## config.mk

```make
export PLATFORM = sky130hd
export DESIGN_NAME = pipeline_hazard_ctrl
export DESIGN_NICKNAME = d
export VERILOG_FILES = /design/src/rtl/pipeline_pkg.sv /design/src/rtl/sat_counter.sv /design/src/rtl/pipeline_hazard_ctrl.sv
export SDC_FILE = /design/constraint.sdc
export NUM_CORES = 1
export LEC_CHECK = 0
export CAP_MARGIN = 15
export CORE_UTILIZATION = 52
export DETAILED_ROUTE_END_ITERATION = 6
export HOLD_SLACK_MARGIN = 0.02
export PLACE_DENSITY = 0.86
export SLEW_MARGIN = 20
export SYNTH_ARGS = -nofsm -noshare
export SYNTH_HDL_FRONTEND = slang
export SYNTH_SLANG_ARGS = --single-unit
```

## constraint.sdc

```tcl
create_clock -name Clk -period 5.78 [get_ports Clk]
set_input_delay 0.867 -clock Clk [delete_from_list [all_inputs] [get_ports Clk]]
set_output_delay 0.867 -clock Clk [all_outputs]
set_load 0.02 [all_outputs]
```

## src/rtl/pipeline_pkg.sv

```systemverilog
`default_nettype none
// ------------------------------------------------------------------
// pipeline_pkg : shared encodings for the pipeline hazard controller
// Rev 1.0
// ------------------------------------------------------------------
package pipeline_pkg;

  typedef enum logic [1:0] {
    ST_RUN  = 2'd0,
    ST_WAIT = 2'd1,
    ST_DONE = 2'd2
  } state_t;

  localparam logic [4:0] REG_ZERO            = 5'd0;
  localparam int         DEFAULT_MEM_LATENCY = 2;

endpackage
`default_nettype wire

```

## src/rtl/sat_counter.sv

```systemverilog
`default_nettype none
// ------------------------------------------------------------------
// sat_counter : up-counter that holds at all-ones instead of wrapping
// Rev 1.0
// ------------------------------------------------------------------
module sat_counter
  import pipeline_pkg::*;
#(
  parameter int CNT_W = 32
) (
  input  logic             Clk,
  input  logic             Rst,
  input  logic             Inc,
  output logic [CNT_W-1:0] Count
);

  logic [CNT_W-1:0] r_count;

  always_ff @(posedge Clk) begin
    if (!Rst) begin
      r_count <= '0;
    end else if (Inc && (r_count != '1)) begin
      r_count <= r_count + CNT_W'(1);
    end
  end

  assign Count = r_count;

endmodule
`default_nettype wire

```

## src/rtl/pipeline_hazard_ctrl.sv

```systemverilog
`default_nettype none
// ------------------------------------------------------------------
// pipeline_hazard_ctrl : enables, bubbles and flushes for the 5-stage pipe
// Rev 1.0
// ------------------------------------------------------------------
module pipeline_hazard_ctrl
  import pipeline_pkg::*;
#(
  parameter int MEM_LATENCY = DEFAULT_MEM_LATENCY,
  parameter int CNT_W       = 32
) (
  input  logic             Clk,
  input  logic             Rst,
  input  logic [4:0]       IF_ID_Rs,
  input  logic [4:0]       IF_ID_Rt,
  input  logic             IF_ID_UsesRt,
  input  logic             ID_EX_MemRead,
  input  logic [4:0]       ID_EX_Rt,
  input  logic             EX_MEM_MemRead,
  input  logic             EX_MEM_MemWrite,
  input  logic             EX_MEM_Redirect,
  output logic             PC_Write,
  output logic             IF_ID_Write,
  output logic             ID_EX_Write,
  output logic             EX_MEM_Write,
  output logic             MEM_WB_Write,
  output logic             ID_EX_Bubble,
  output logic             IF_ID_Flush,
  output logic             ID_EX_Flush,
  output logic             EX_MEM_Flush,
  output logic             MemAck,
  output logic [CNT_W-1:0] StallCycles,
  output logic [CNT_W-1:0] FlushCount
);

  localparam int                 c_cnt_w   = (MEM_LATENCY > 1) ? $clog2(MEM_LATENCY) : 1;
  localparam logic [c_cnt_w-1:0] c_lat_m1  = c_cnt_w'((MEM_LATENCY > 0) ? MEM_LATENCY - 1 : 0);
  localparam bit                 c_has_lat = (MEM_LATENCY > 0);

  state_t             r_state, w_state_nxt;
  logic [c_cnt_w-1:0] r_cnt, w_cnt_nxt;
  logic               w_mem_req, w_start, w_freeze, w_redirect, w_load_use;
  logic               w_stall_inc, w_flush_inc;

  assign w_mem_req  = EX_MEM_MemRead | EX_MEM_MemWrite;
  // A redirect and a memory request cannot legally coexist; the redirect wins.
  assign w_start    = c_has_lat && (r_state == ST_RUN) && w_mem_req && !EX_MEM_Redirect;
  assign w_freeze   = w_start || (r_state == ST_WAIT);
  assign w_redirect = EX_MEM_Redirect && (r_state != ST_WAIT);
  assign w_load_use = !w_freeze && !w_redirect && ID_EX_MemRead &&
                      (ID_EX_Rt != REG_ZERO) &&
                      ((ID_EX_Rt == IF_ID_Rs) || (IF_ID_UsesRt && (ID_EX_Rt == IF_ID_Rt)));

  always_ff @(posedge Clk) begin
    if (!Rst) begin
      r_state <= ST_RUN;
      r_cnt   <= '0;
    end else begin
      r_state <= w_state_nxt;
      r_cnt   <= w_cnt_nxt;
    end
  end

  always_comb begin
    w_state_nxt  = r_state;
    w_cnt_nxt    = r_cnt;
    PC_Write     = 1'b1;
    IF_ID_Write  = 1'b1;
    ID_EX_Write  = 1'b1;
    EX_MEM_Write = 1'b1;
    MEM_WB_Write = 1'b1;
    ID_EX_Bubble = 1'b0;
    IF_ID_Flush  = 1'b0;
    ID_EX_Flush  = 1'b0;
    EX_MEM_Flush = 1'b0;
    MemAck       = 1'b0;

    case (r_state)
      ST_RUN: begin
        if (w_start) begin
          w_cnt_nxt   = c_lat_m1;
          w_state_nxt = (MEM_LATENCY == 1) ? ST_DONE : ST_WAIT;
        end
      end
      ST_WAIT: begin
        w_cnt_nxt = r_cnt - c_cnt_w'(1);
        if (r_cnt == c_cnt_w'(1)) w_state_nxt = ST_DONE;
      end
      ST_DONE: w_state_nxt = ST_RUN;
      default: w_state_nxt = ST_RUN;
    endcase

    // While in reset the datapath must keep flowing regardless of inputs.
    if (Rst) begin
      MemAck = (r_state == ST_DONE);
      if (w_freeze) begin
        PC_Write     = 1'b0;
        IF_ID_Write  = 1'b0;
        ID_EX_Write  = 1'b0;
        EX_MEM_Write = 1'b0;
        MEM_WB_Write = 1'b0;
      end else if (w_redirect) begin
        IF_ID_Flush  = 1'b1;
        ID_EX_Flush  = 1'b1;
        EX_MEM_Flush = 1'b1;
      end else if (w_load_use) begin
        PC_Write     = 1'b0;
        IF_ID_Write  = 1'b0;
        ID_EX_Bubble = 1'b1;
      end
    end
  end

  assign w_stall_inc = Rst && (w_freeze || w_load_use);
  assign w_flush_inc = Rst && w_redirect;

  sat_counter #(.CNT_W(CNT_W)) u_stall_cnt (
    .Clk   (Clk),
    .Rst   (Rst),
    .Inc   (w_stall_inc),
    .Count (StallCycles)
  );

  sat_counter #(.CNT_W(CNT_W)) u_flush_cnt (
    .Clk   (Clk),
    .Rst   (Rst),
    .Inc   (w_flush_inc),
    .Count (FlushCount)
  );

endmodule
`default_nettype wire
```

==> results.toml, run 1 <==
[logic_synthesis]
yosys.area.top_type_share_pct = 38.9
muxShareOfSynthArea_pct = 2.36
synth_cell_type_count = 51
synthXorXnorAreaFrac_pct = 8.65
syn_nets = 434
synthesis.area_um2 = 3440
yosysTopAreaCell = "dfxtp_1"
ys_seq_area_share_pct = 38.9
synth_area_leaders = "dfxtp_1 39%, xnor2_1 5.8%, nand3_1 5.4%"
ys_async_sr_fraction_pct = 0
synth_compound_area_share_pct = 13.1
synthAdderAreaFrac_pct = 0.726
ys.flop_type = "dfxtp_1"
ys_ff_latch = 67
synth_top_family_by_area = "simple AND/OR/NAND/NOR gates"
avgSynthCellArea_um2 = 8.40
synth_edf_count = 0
syn_inst = 410
synthSimpleGateAreaFrac_pct = 31.9
yosysWarnings = 0

[worst_setup_path]
ff2ff_path_depth = 6
cp_slowest_cell = "clkdlybuf4s50_1"
endpoint_kind = "primary output"
cp_data_required_time_ns = 4.91
cp-startpoint = "Rst"
r2r_setup_slack_ns = 2.93
critPathMaxStageDelay_ns = 1.06
startpoint_type = "input pin"
cpLargestDelayFamily = "buffers and inverters"
cp-endpoint = "IF_ID_Write"
crit_top_cell = "clkdlybuf4s50_1"
cp_max_fo = 24
reg2reg_to = "u_stall_cnt.Count[15]$_SDFFE_PN0P_"
cp_cell_sequence = "clkdlybuf4s50_1 -> nand2_1 -> or4_4 -> o21ai_4 -> inv_2 -> clkdlybuf4s50_1"
r2r_start = "r_state[1]$_SDFFE_PN0P_"
worst-path-buf-inv = 3
crit_type = "input pin to primary output"
cp.depth = 6
cp_data_arrival_time_ns = 3.51

[floorplanning]
die_h_um = 83.4
ioPinCount = 96
start_util_pct = 53.9
fp.dieArea_um2 = 6950
core_area_um2 = 6390
row_count = 29
dieWidth_um = 83.4

[cts]
clkTransAtPathRegs_ns = 0.07
cts-resized-gates = 0
ctsLongestPathBuffers = 2
clock_latency_ns = 0.35
cts_tree = "built"
htreeDepth = 3
ctsHoldBuffers = 0
postCtsSetupBuffers = 0
cts_root_buffer = "clkbuf_8"
cts_buffers = 9
cts_sinks = 67

[route]
via_per_inst = 6.05
final_antenna_net_count = 0
drtIter0Drc = 208
firstDrtPassIters = 5
avgRoutedWirePerCell_um = 15.0
num_vias = 3511
drc = 0
wirelength_mm = 8.72

[global_routing]
grt_overflow_total = 0
grt_usage_pct = 25.9
grt_max_degree = 53
grt_pass1_vias = 3252
grt_first_pass_wirelength_mm = 14.8
antenna_found_initial = 0

[power]
p_leak_nw = 1.49
power_density_nw_per_um2 = 222
vdd_ir_drop_max_mv = 0.172

[final_layout]
nFillCells = 500
layout_commonest_cell = "clkdlybuf4s50_1"
nets = 522
multi_input_area_um2 = 1950
regArea_um2 = 1340
diodes = 0
layout-drive-gt1-share_pct = 5.77
stdcell_count = 580
final_cell_mix = "95 x clkdlybuf4s50_1, 67 x dfxtp_1, 37 x nand3_1"
area.growth.synth_to_final_pct = 34.8

[timing]
finalSetupViolations = 0
clock.fmax_ghz = 0.229
maxSlewViolCount = 0
skew_ns = 0.00819
rsz0062_at_grt = "false"
hold_viol = 0
tns_ns = 0
period_needed_ns = 4.37
tightest_slew_ns = 0.933
fin_crit_sh_pct = 75.7
slew_headroom_pct = 37.3

[place]
gp_congestion = 0.842
io_buffers = 95
post-place-cells = 564
dp_hpwl_mm = 6.10

[run_status]
outcome = "complete, no violations"

[min_path]
hp-class = "register to register"

[job]
drv_cap = 0
worst min-delay path by stage:
stage	startpoint	to	slack, ns	cells past startpoint
final	r_cnt$_SDFFE_PN0P_	r_state[1]$_SDFFE_PN0P_	0.49	2
after global routing	r_cnt$_SDFFE_PN0P_	r_state[1]$_SDFFE_PN0P_	0.53	2
after CTS	r_cnt$_SDFFE_PN0P_	r_state[1]$_SDFFE_PN0P_	0.50	2
after detailed placement	r_cnt$_SDFFE_PN0P_	r_state[1]$_SDFFE_PN0P_	0.48	2
after global placement	r_cnt$_SDFFE_PN0P_	r_state[1]$_SDFFE_PN0P_	0.46	2
after floorplan	r_cnt$_SDFFE_PN0P_	r_state[1]$_SDFFE_PN0P_	0.44	2
through the flow:
step,worst slack [ns],power (W),hold slack (ns),cell area (um^2),util (%)
floorplan,2.72,0.000533,0.438,3440,-
global placement,1.52,0.000566,0.462,4400,68.9
detailed placement,1.47,0.000569,0.482,4400,68.9
CTS,1.47,0.00103,0.497,4640,72.7
global route,1.31,0.00106,0.529,4640,72.7
finish,1.41,0.00103,0.492,4640,72.7
where the power goes:
group	switching, W	internal [W]
Sequential	0.00000688	0.000465
Combinational	0.0000458	0.0000405
Clock	0.000186	0.000285
logic make-up after synthesis:
family,count (synthesis)
AOI/OAI and AO/OA,71
adders and majority gates,2
muxes,8
xor gates and xnor gates,34
DFF,67
and+or+nand+nor,195
buffers and inverters,33
worst register-to-register path, cell delays in order (launching register included):
cell and delay, ns:
dfxtp_1 0.35, nand2b_4 0.17, and2_4 0.18, o41ai_2 0.53, nand3_1 0.72, or4_1 0.66, a21oi_1 0.16
cells in the mapped netlist (2+ instances only):
library cell,instances
dfxtp_1,67
nand3_1,37
nor2_1,35
nand2_1,29
a21oi_1,25
xnor2_1,23
nand4_1,17
o21ai_0,14
o31ai_1,13
or3_1,13
inv_1,12
or4_1,12
clkbuf_1,11
xor2_1,11
and4_1,10
nor4_1,10
nor3_1,8
mux2i_1,7
and3_1,6
buf_4,5
o21ai_1,4
and2_1,3
nor4b_1,3
o211ai_1,3
buf_2,2
ha_1,2
inv_2,2
nand2b_1,2
or4_4,2
layout make-up:
| type | count | share of cell area, % |
|---|---|---|
| multi-input cells | 310 | 42.1 |
| well taps | 77 | 2.08 |
| inverters | 14 | 1.13 |
| repair buffers | 96 | 20.6 |
| clock buffers | 9 | 2.67 |
| clock inverters | 7 | 2.51 |
| flip-flops and latches | 67 | 28.9 |
registers in the layout, summed over array words and instances, names as in the netlist:
name	flops
r_cnt	1
u_flush_cnt.Count	32
r_state	2
u_stall_cnt.Count	32
layer usage:
| layer | wire [um] | part of all wire [%] | vias to the layer above | global-route usage, % |
|---|---|---|---|---|
| li1 | - | - | 1686 | - |
| met1 | 3680 | 42 | 1630 | 32.4 |
| met2 | 4190 | 48 | 176 | 43.5 |
| met3 | 702 | 8.1 | 19 | 5.86 |
| met4 | 146 | 1.7 | 0 | 9.72 |
| met5 | 0 | 0 | - | 0 |
(Power assumes the default switching activity.)
==> run 2, diff against run 1 <==
Settings changed: CORE_UTILIZATION 52 to 48, PLACE_DENSITY 0.86 to 0.8.
Clock period 5.78 ns to 4.18 ns, I/O delays scaled along.
==> results.toml, run 2 (synthesis gave the netlist of run 1 again) <==
[global_routing]
grt_max_degree = 53
antenna_found_initial = 0
grt_pass1_vias = 3116
grt_usage_pct = 24.1
grt_overflow_total = 0
grt_first_pass_wirelength_mm = 14.4

[worst_setup_path]
cp_max_fo = 8
crit_top_cell = "clkdlybuf4s50_1"
cp_data_required_time_ns = 3.55
critPathMaxStageDelay_ns = 0.56
cp-startpoint = "EX_MEM_Redirect"
cp.depth = 7
startpoint_type = "input pin"
worst-path-buf-inv = 3
crit_type = "input pin to primary output"
cpLargestDelayFamily = "buffers and inverters"
r2r_setup_slack_ns = 1.57
endpoint_kind = "primary output"
cp_slowest_cell = "or4_4"
r2r_start = "u_flush_cnt.Count[0]$_SDFFE_PN0P_"
cp_data_arrival_time_ns = 2.93
reg2reg_to = "u_flush_cnt.Count[16]$_SDFFE_PN0P_"
cp_cell_sequence = "clkdlybuf4s50_1 -> o21bai_1 -> a21oi_1 -> or4_4 -> o21ai_4 -> inv_2 -> clkdlybuf4s50_1"
ff2ff_path_depth = 7

[power]
vdd_ir_drop_max_mv = 0.200
p_seq_share_pct = 49.7
combPwrFrac_pct = 9.2
p_switching_w = 0.000320
power_density_nw_per_um2 = 283
p_int_w = 0.000992
p_leak_nw = 1.47
p_sw_share_pct = 24.4
clock_power_share_pct = 41.1

[cts]
clkTransAtPathRegs_ns = 0.07
clock_latency_ns = 0.34
cts_root_buffer = "clkbuf_8"
cts_sinks = 67
ctsLongestPathBuffers = 2
postCtsSetupBuffers = 0
cts_buffers = 9
cts_tree = "built"
cts-resized-gates = 0
htreeDepth = 3
ctsHoldBuffers = 0

[route]
final_antenna_net_count = 0
wirelength_mm = 8.51
drtIter0Drc = 183
firstDrtPassIters = 4
via_per_inst = 5.60
num_vias = 3368
drc = 0
avgRoutedWirePerCell_um = 14.2

[floorplanning]
ioPinCount = 96
fp.dieArea_um2 = 7520
die_h_um = 86.7
start_util_pct = 50.1
row_count = 30
core_area_um2 = 6870
dieWidth_um = 86.7

[final_layout]
diodes = 0
final_util_pct = 67.5
stdcell_count = 601
final_cell_mix = "95 x clkdlybuf4s50_1, 67 x dfxtp_1, 37 x nand3_1"
multi_input_area_um2 = 1950
area.growth.synth_to_final_pct = 34.6
nets = 524
layout_commonest_cell = "clkdlybuf4s50_1"
layout-drive-gt1-share_pct = 5.74
final_area_um2 = 4640
nFillCells = 580
regArea_um2 = 1340

[place]
post-place-cells = 585
postPlaceCellArea_um2 = 4440
dp_hpwl_mm = 6.04
io_buffers = 95
gp_congestion = 0.808

[timing]
maxSlewViolCount = 0
slew_headroom_pct = 27.9
hold_viol = 0
finalSetupViolations = 0
skew_ns = 0.00983
tightest_slew_ns = 1.07
rsz0062_at_grt = "false"
fin_crit_sh_pct = 85.0
clock.fmax_ghz = 0.281
tns_ns = 0
period_needed_ns = 3.55

[job]
drv_cap = 0

[min_path]
whs_endpoint = "r_state[1]$_SDFFE_PN0P_"
hp-start = "r_cnt$_SDFFE_PN0P_"
hp-class = "register to register"
whs_path_depth = 2

[run_status]
outcome = "complete, no violations"
[run 2: cell count changes in the layout (fill, tap and decap cells not counted), sizes merged]
cell	previous run	this run
clkinv	3	1
clkinvlp	1	2
bufinv	3	1
clkbuf	9	12
buf	1	3
[run 2: tightest hold or removal path, cell delays in order, from the launching register on]
cell and delay, ns:
dfxtp_1 0.33, nand2_1 0.06, nor3_1 0.04
[run 2: through the flow]
| stage | hold WS [ns] | power, W | setup WS [ns] |
|---|---|---|---|
| detailed placement | 0.466 | 0.000788 | 0.621 |
| global route | 0.500 | 0.00136 | 0.507 |
| finish | 0.474 | 0.00131 | 0.626 |
| floorplan | 0.438 | 0.000736 | 1.60 |
| CTS | 0.476 | 0.00132 | 0.618 |
| global placement | 0.457 | 0.000786 | 0.654 |
[run 2: power by group through the flow]
stage / Sequential (W) / Combinational (W) / Clock [W]
after CTS: 0.000652 / 0.000121 / 0.000547
final: 0.000652 / 0.000121 / 0.000540
after floorplan: 0.000669 / 0.0000670 / 0
after detailed placement: 0.000667 / 0.000121 / 0
after global routing: 0.000653 / 0.000132 / 0.000573
after global placement: 0.000666 / 0.000119 / 0
[run 2: routing by layer]
layer  GRT usage (%)  up-vias  part of all wire [%]
met5               0        -                     0
met4            12.0        0                   2.2
met3            4.76       16                   5.1
met2            39.8      106                    47
met1            30.1     1554                    46
li1                -     1692                     -
[run 2: final cells by class]
type | instances | share of cell area (%)
repair buffers | 98 | 21.0
flip-flops and latches | 67 | 28.9
multi-input cells | 310 | 42.1
clock buffers | 12 | 3.13
well taps | 96 | 2.59
inverters | 14 | 1.13
clock inverters | 4 | 1.08
[run 2: worst max path at each step]
stage	endpoint
after floorplan	PC_Write
after global placement	PC_Write
after detailed placement	PC_Write
after CTS	PC_Write
after global routing	IF_ID_Write
final	PC_Write
